[src/rtl/rv_trap_ctrl_pkg.sv]
// Shared types and constants for the trap/return sequencer.
package rv_trap_ctrl_pkg;

    // Sequencer states
    typedef enum logic [1:0] {
        StIdle,
        StCsrUpd,
        StWait,
        StRedirect
    } trap_state_t;

    // Machine-mode trap causes reported on o_mcause
    localparam logic [31:0] TrapCauseEbreak = 32'd3;
    localparam logic [31:0] TrapCauseEcallM = 32'd11;

    // Redirect targets are always word-aligned
    function automatic logic [31:0] word_align(input logic [31:0] addr);
        return {addr[31:2], 2'b00};
    endfunction

endpackage

[src/rtl/rv_trap_ctrl.sv]
// Trap/return sequencer sitting after rv_csr.
// EBREAK (and ECALL when TRAP_ECALL_EN is defined) pulse rv_csr, wait CSR_LATENCY cycles
// for the trap vector, then redirect fetch. MRET redirects straight to the return address.
// Upstream is stalled from the event cycle until the redirect handshake completes.
module rv_trap_ctrl
    import rv_trap_ctrl_pkg::*;
#(
    parameter int unsigned CSR_LATENCY = 2
) (
    input  logic        i_clk,
    input  logic        i_reset_n,
    input  logic        i_valid,
    input  logic        i_ebreak,
    input  logic        i_ecall,
    input  logic        i_mret,
    input  logic [31:0] i_pc,
    input  logic [31:0] i_trap_pc,
    input  logic [31:0] i_ret_addr,
    input  logic        i_redirect_ready,
    output logic        o_csr_ebreak,
    output logic [31:0] o_csr_pc,
    output logic [31:0] o_mcause,
    output logic        o_stall,
    output logic        o_redirect_valid,
    output logic [31:0] o_redirect_pc,
    output logic        o_flush
);

    localparam int unsigned CntW = $clog2(CSR_LATENCY + 1);

    trap_state_t       state_q, state_d;
    logic [CntW-1:0]   cnt_q, cnt_d;
    logic [31:0]       csr_pc_q, csr_pc_d;
    logic [31:0]       mcause_q, mcause_d;
    logic [31:0]       redirect_pc_q, redirect_pc_d;

    logic              ecall_hit;
    logic              trap_hit;
    logic              ret_hit;

`ifdef TRAP_ECALL_EN
    assign ecall_hit = i_ecall;
`else
    // ECALL retires as a plain instruction in this build
    assign ecall_hit = 1'b0;
    logic unused_ecall;
    assign unused_ecall = i_ecall;
`endif

    // Low address bits are dropped by word alignment
    logic unused_addr_lsbs;
    assign unused_addr_lsbs = ^{i_trap_pc[1:0], i_ret_addr[1:0]};

    assign trap_hit = i_valid & (i_ebreak | ecall_hit);
    assign ret_hit  = i_valid & i_mret;

    // Next-state, capture and output decode
    always_comb begin
        state_d          = state_q;
        cnt_d            = cnt_q;
        csr_pc_d         = csr_pc_q;
        mcause_d         = mcause_q;
        redirect_pc_d    = redirect_pc_q;
        o_stall          = 1'b0;
        o_csr_ebreak     = 1'b0;
        o_redirect_valid = 1'b0;
        o_flush          = 1'b0;

        case (state_q)
            StIdle: begin
                // Traps win over MRET when both are flagged
                if (trap_hit) begin
                    o_stall  = 1'b1;
                    csr_pc_d = i_pc;
                    mcause_d = i_ebreak ? TrapCauseEbreak : TrapCauseEcallM;
                    state_d  = StCsrUpd;
                end else if (ret_hit) begin
                    o_stall       = 1'b1;
                    redirect_pc_d = word_align(i_ret_addr);
                    state_d       = StRedirect;
                end
            end
            StCsrUpd: begin
                o_stall      = 1'b1;
                o_csr_ebreak = 1'b1;
                cnt_d        = CntW'(CSR_LATENCY);
                state_d      = StWait;
            end
            StWait: begin
                o_stall = 1'b1;
                cnt_d   = cnt_q - CntW'(1);
                // i_trap_pc becomes valid in the cycle the count reaches one
                if (cnt_q == CntW'(1)) begin
                    redirect_pc_d = word_align(i_trap_pc);
                    state_d       = StRedirect;
                end
            end
            StRedirect: begin
                o_stall          = 1'b1;
                o_redirect_valid = 1'b1;
                if (i_redirect_ready) begin
                    o_flush = 1'b1;
                    state_d = StIdle;
                end
            end
            default: begin
                state_d = StIdle;
            end
        endcase
    end

    // State, latency counter and capture registers
    always_ff @(posedge i_clk or negedge i_reset_n) begin
        if (!i_reset_n) begin
            state_q       <= StIdle;
            cnt_q         <= '0;
            csr_pc_q      <= 32'h0;
            mcause_q      <= 32'h0;
            redirect_pc_q <= 32'h0;
        end else begin
            state_q       <= state_d;
            cnt_q         <= cnt_d;
            csr_pc_q      <= csr_pc_d;
            mcause_q      <= mcause_d;
            redirect_pc_q <= redirect_pc_d;
        end
    end

    assign o_csr_pc      = csr_pc_q;
    assign o_mcause      = mcause_q;
    assign o_redirect_pc = redirect_pc_q;

endmodule

[config.mk]
export PLATFORM = sky130hd
export DESIGN_NAME = rv_trap_ctrl
export DESIGN_NICKNAME = d
export VERILOG_FILES = /design/src/rtl/rv_trap_ctrl_pkg.sv /design/src/rtl/rv_trap_ctrl.sv
export SDC_FILE = /design/constraint.sdc
export NUM_CORES = 1
export LEC_CHECK = 0
export CORE_MARGIN = 4
export CORE_UTILIZATION = 37
export DETAILED_ROUTE_END_ITERATION = 8
export PLACE_DENSITY = 0.8
export SYNTH_ARGS = -nofsm -noshare
export SYNTH_HDL_FRONTEND = slang
export SYNTH_SLANG_ARGS = --single-unit
[constraint.sdc]
create_clock -name i_clk -period 2 [get_ports i_clk]
set_input_delay 0.6 -clock i_clk [delete_from_list [all_inputs] [get_ports i_clk]]
set_output_delay 0.6 -clock i_clk [all_outputs]
set_load 0.02 [all_outputs]
# After elaboration in Yosys (flattened, before gate mapping)
# Index checks and enable logic that the tools add are counted.
op_classes:
  add_sub_neg: 1
  n_eq_ne: 9
  muxes: 18
  n_bitwise: 2
  reduce_logical: 7
ops:
  columns: ["cell", "n"]
  rows:
  - ["$mux 32", 3]
  - ["$pmux 32 s2", 1]
  - ["$mux 2", 4]
  - ["$ne 2x2->1 const B", 4]
  - ["$pmux 2 s4", 1]
  - ["$mux 1", 6]
  - ["$eq 2x1->1 const B", 2]
  - ["$eq 2x2->1 const B", 2]
  - ["$mux 4", 1]
  - ["$pmux 2 s2", 1]
  - ["$reduce_and 4->1", 1]
  - ["$reduce_bool 2->1", 2]
  - ["$ne 3x3->1 const B", 1]
  - ["$reduce_and 3->1", 1]
  - ["$reduce_or 3->1", 1]
  - ["$and 1x1->1", 2]
  - ["$logic_not 2->1", 1]
  - ["$pmux 1 s2", 1]
  - ["$reduce_and 2->1", 1]
  - ["$sub 2x1->2 const B", 1]
totals:
  regBits: 100
  input_bits: 103
  output_inout_bits: 100

# Logic depth before layout (Yosys ltp)
# Gate-level depths: netlist of run 1.
logic_depth:
  ltp_word: 4
  ltp_mapped: 7
  mapped_depth_nobuf: 5

# Worst setup path after synthesis of run 1
# OpenSTA, ideal clock, no wires.
synth_path:
  path_type: "register to register"
  start: "register state_q[0]"
  end: "register redirect_pc_q[10] (netlist: o_redirect_pc[10])"
  arrival_time_ps: 1591
  path_slack_ps: 285
  stages_incl_launch_ff: 8
  n_path_buf: 2
  synth_period_minus_slack_ps: 1715
  path_cell_list: "dfrtp_1 -> inv_1 -> ha_1 -> buf_2 -> and2b_1 -> a21oi_4 -> buf_6 -> mux2_2"
synth_via:
  elab_chain_len: 3
synth_lines:
  columns: ["element", "line", "rtl"]
  rows:
  - ["start: declaration", "rv_trap_ctrl.sv:31", "trap_state_t state_q, state_d;"]
  - ["start signal: assignment", "rv_trap_ctrl.sv:115", "state_q <= StIdle;"]
  - ["start signal: assignment", "rv_trap_ctrl.sv:121", "state_q <= state_d;"]
  - ["$eq 2x2->1 or $logic_not 2->1 (tied branches)", "rv_trap_ctrl.sv:69", "case (state_q)"]
  - ["$ne 2x2->1 (no source line) or $reduce_bool 2->1 (tied branches)", null, null]
  - ["$reduce_and 4->1 (no source line)", null, null]
  - ["end signal: assignment", "rv_trap_ctrl.sv:125", "redirect_pc_q <= redirect_pc_d;"]
  - ["end: declaration", "rv_trap_ctrl.sv:35", "logic [31:0] redirect_pc_q, redirect_pc_d;"]
# Parallel ways exist; a longest one is shown, timed or not.
# A chain may end at the register's enable or synchronous reset.

# Worst setup path in the final report of run 1
layout_path:
  start: "input i_redirect_ready"
  end: "output o_flush"
layout_via:
  elab_chain_len: 2
layout_lines:
  columns: ["element", "line", "rtl"]
  rows:
  - ["start: declaration", "rv_trap_ctrl.sv:19", "input logic i_redirect_ready,"]
  - ["$mux 1", "rv_trap_ctrl.sv:101", "if (i_redirect_ready) begin"]
  - ["$mux 1", "rv_trap_ctrl.sv:69", null]
  - ["end: declaration", "rv_trap_ctrl.sv:26", "output logic o_flush"]
# No other way between the ends.

==> qor.yml, run 1 <==
powerDensity_mw_per_mm2: 1570
ys_seq_area_share_pct: 51.6
maxSlewViolCount: 0
die-area_sq_mm: 0.0105
worst-path-buf-inv: 2
yosys_warnings: 0
dp_slack_ns: -0.523
synth_top_area_share_pct: 51.6
coreArea_sq_mm: 0.00868
track_usage_pct: 15.1
critPathLaunchType: "input pin"
dp.cells: 505
dp_hpwl_mm: 6.25
setup_ws_ns: 0.0351
reg2reg_from: "state_q[0]"
cts_root_buf: "clkbuf_8"
drtPass1Iterations: 4
fmax_ghz: 0.509
cts_hold_buf: 0
syn_area_per_cell_sq_um: 14.2
period_needed_ns: 1.96
antenna_found_initial: 0
layout_commonest_cell: "clkdlybuf4s50_1"
die_w_um: 102
cp_data_arrival_time_ns: 1.36
clk_pin_slew_ns: 0.07
ir_drop_uv: 669
vias: 2392
p_total_mw: 8.30
clockBufferDepth: 2
p_leak_nw: 2.28
slowest_delay_ns: 0.49
synth_cell_types: 23
clk_latency_ns: 0.33
crit_chain: "clkdlybuf4s50_1 > and2_1 > buf_2"
drive_gt1_share_pct: 31.6
gp_congestion: 0.792
area_growth_pct: 60.6
cap_violations: 0
antenna_left: 0
antenna_cells: 0
h-tree-depth: 3
synth_area_sq_mm: 0.00330
worst_path_max_delay_cell: "clkdlybuf4s50_1"
grt_max_degree: 69
setup_violations: 0
fin_crit_sh_pct: 98.2
final_cell_mix: "clkdlybuf4s50_1 (157), mux2_2 (89), dfrtp_1 (68)"
cts_tree: "yes"
final_cell_count_no_fill: 523
clock-sinks: 68
yosysTopAreaCell: "dfrtp_1"
grt_pass1_wl_mm: 12.1
initial_utilization_pct: 38.0
fp.dieH_um: 102
drt_iter0_markers: 28
layout.nets: 522
status: "finished, final reports clean"
num_rows: 34
critPathTopFamily: "buffers and inverters"
hold_viol_final: 0
path_class: "input pin to output pin"
hp-class: "input pin to async pin"
num-fill-cells: 708
drt-total-wl_mm: 8.19
netlist_top_cells_area: "dfrtp_1 (52%), mux2_2 (30%), buf_4 (8.0%), ha_1 (2.3%), buf_6 (1.0%)"
cp-startpoint: "i_redirect_ready"
grt_pass1_vias: 2507
cp_max_fo: 2
avgRoutedWirePerCell_um: 15.7
crit_path_end_kind: "output pin"
required_ns: 1.40
pin_count: 203
ys_seq_elements: 68
finalClockSkew_ns: 0.00812
grt_overflow: 0
vias_per_cell: 4.57
port_buffers: 166
remaining_drc_errors: 0
numCtsBuffers: 9
netlist_instances: 232
whs_ns: 0.272
-- where the power goes --
part / switching, mW / internal [mW] / total, mW
sequential: 0.341 / 2.08 / 2.42
clock: 0.470 / 0.495 / 0.965
combinational: 2.15 / 2.76 / 4.91
-- stage by stage --
step,setup TNS [ns],instance area (sq um),util (%)
after floorplan,0,3410,-
after global placement,-11.21,5020,57.8
after detailed placement,-10.81,5020,57.8
after CTS,-1.59,5210,60.0
after global routing,-0.0126,5300,61.0
final,0,5300,61.0
-- synth_stat cells, drive strengths merged --
| library cell | count |
|---|---|
| dfrtp | 68 |
| and2 | 2 |
| conb | 1 |
| ha | 6 |
| o22a | 1 |
| a21oi | 1 |
| and2b | 1 |
| mux2i | 3 |
| nor2 | 1 |
| nand2b | 2 |
| inv | 4 |
| nand3 | 2 |
| mux2 | 92 |
| o21ai | 2 |
| buf | 42 |
| nand4b | 1 |
| nand2 | 2 |
| a221oi | 1 |
-- sequential cells by signal (all words and copies together), names as in the netlist --
register and count:
o_csr_pc 32, state_q 2, o_redirect_pc 30, o_mcause 2, cnt_q 2
-- layer usage --
metal  part of all wire [%]  GRT usage (%)  wire length, um
met2                     52           27.3             4240
met1                     36           15.8             2910
met5                      0              0                0
met3                     12           6.76              968
met4                   0.85           4.24               70
-- cell families (layout without fill, tap and decap cells) --
group                    Yosys count  in the layout  share of synthesized area, %
adder cells (fa/ha/maj)            6              6                          2.28
AND/OR/NAND/NOR                   11             11                          2.05
flip-flops                        68             68                          51.6
AO/OA/AOI/OAI                      5              5                          1.52
multiplexers                      95             95                          32.4
buffers and inverters             46            199                          10.0
other                              1             31                         0.114
-- worst paths after layout --
check	endpoint	slack, ns	depth (start not counted)
max in group asynchronous	o_csr_pc[29]	1.42	2
worst min-delay path	o_redirect_pc[2]	0.27	2
worst max-delay path	o_flush	0.04	3
min in group i_clk	o_redirect_pc[31]	0.49	1
worst max register to register	o_redirect_pc[20]	0.05	8
worst min register to register	o_redirect_pc[31]	0.49	1
-- worst register-to-register path, stage by stage (launching register included) --
cell       delay, ns
dfrtp_1         0.39
inv_2           0.07
buf_4           0.14
ha_2            0.22
and2b_2         0.23
a21oi_4         0.16
buf_6           0.15
clkbuf_16       0.15
mux2_2          0.33
-- what timing repair did --
action                     in CTS  in global routing
gates resized for setup         8                 18
setup buffers                   0                  4
setup endpoints to repair       5                 32
gates cloned                    1                  1
pin swaps                       0                  3
-- cell type report --
type	count	area [sq um]	share of cell area (%)
Inverter	4	15.0	0.283
Clock inverter	2	12.5	0.236
Tap cell	108	135	2.55
Clock buffer	11	151	2.86
Timing Repair Buffer	182	1880	35.5
Sequential cell	68	1700	32.1
Multi-Input combinational cell	148	1400	26.4
(Power assumes the default switching activity.)
==> run 2, diff against run 1 <==
Settings changed: SLEW_MARGIN set to 40.
==> results of run 2 <==
No change in the layout: final DEF, timing and power equal those of run 1.
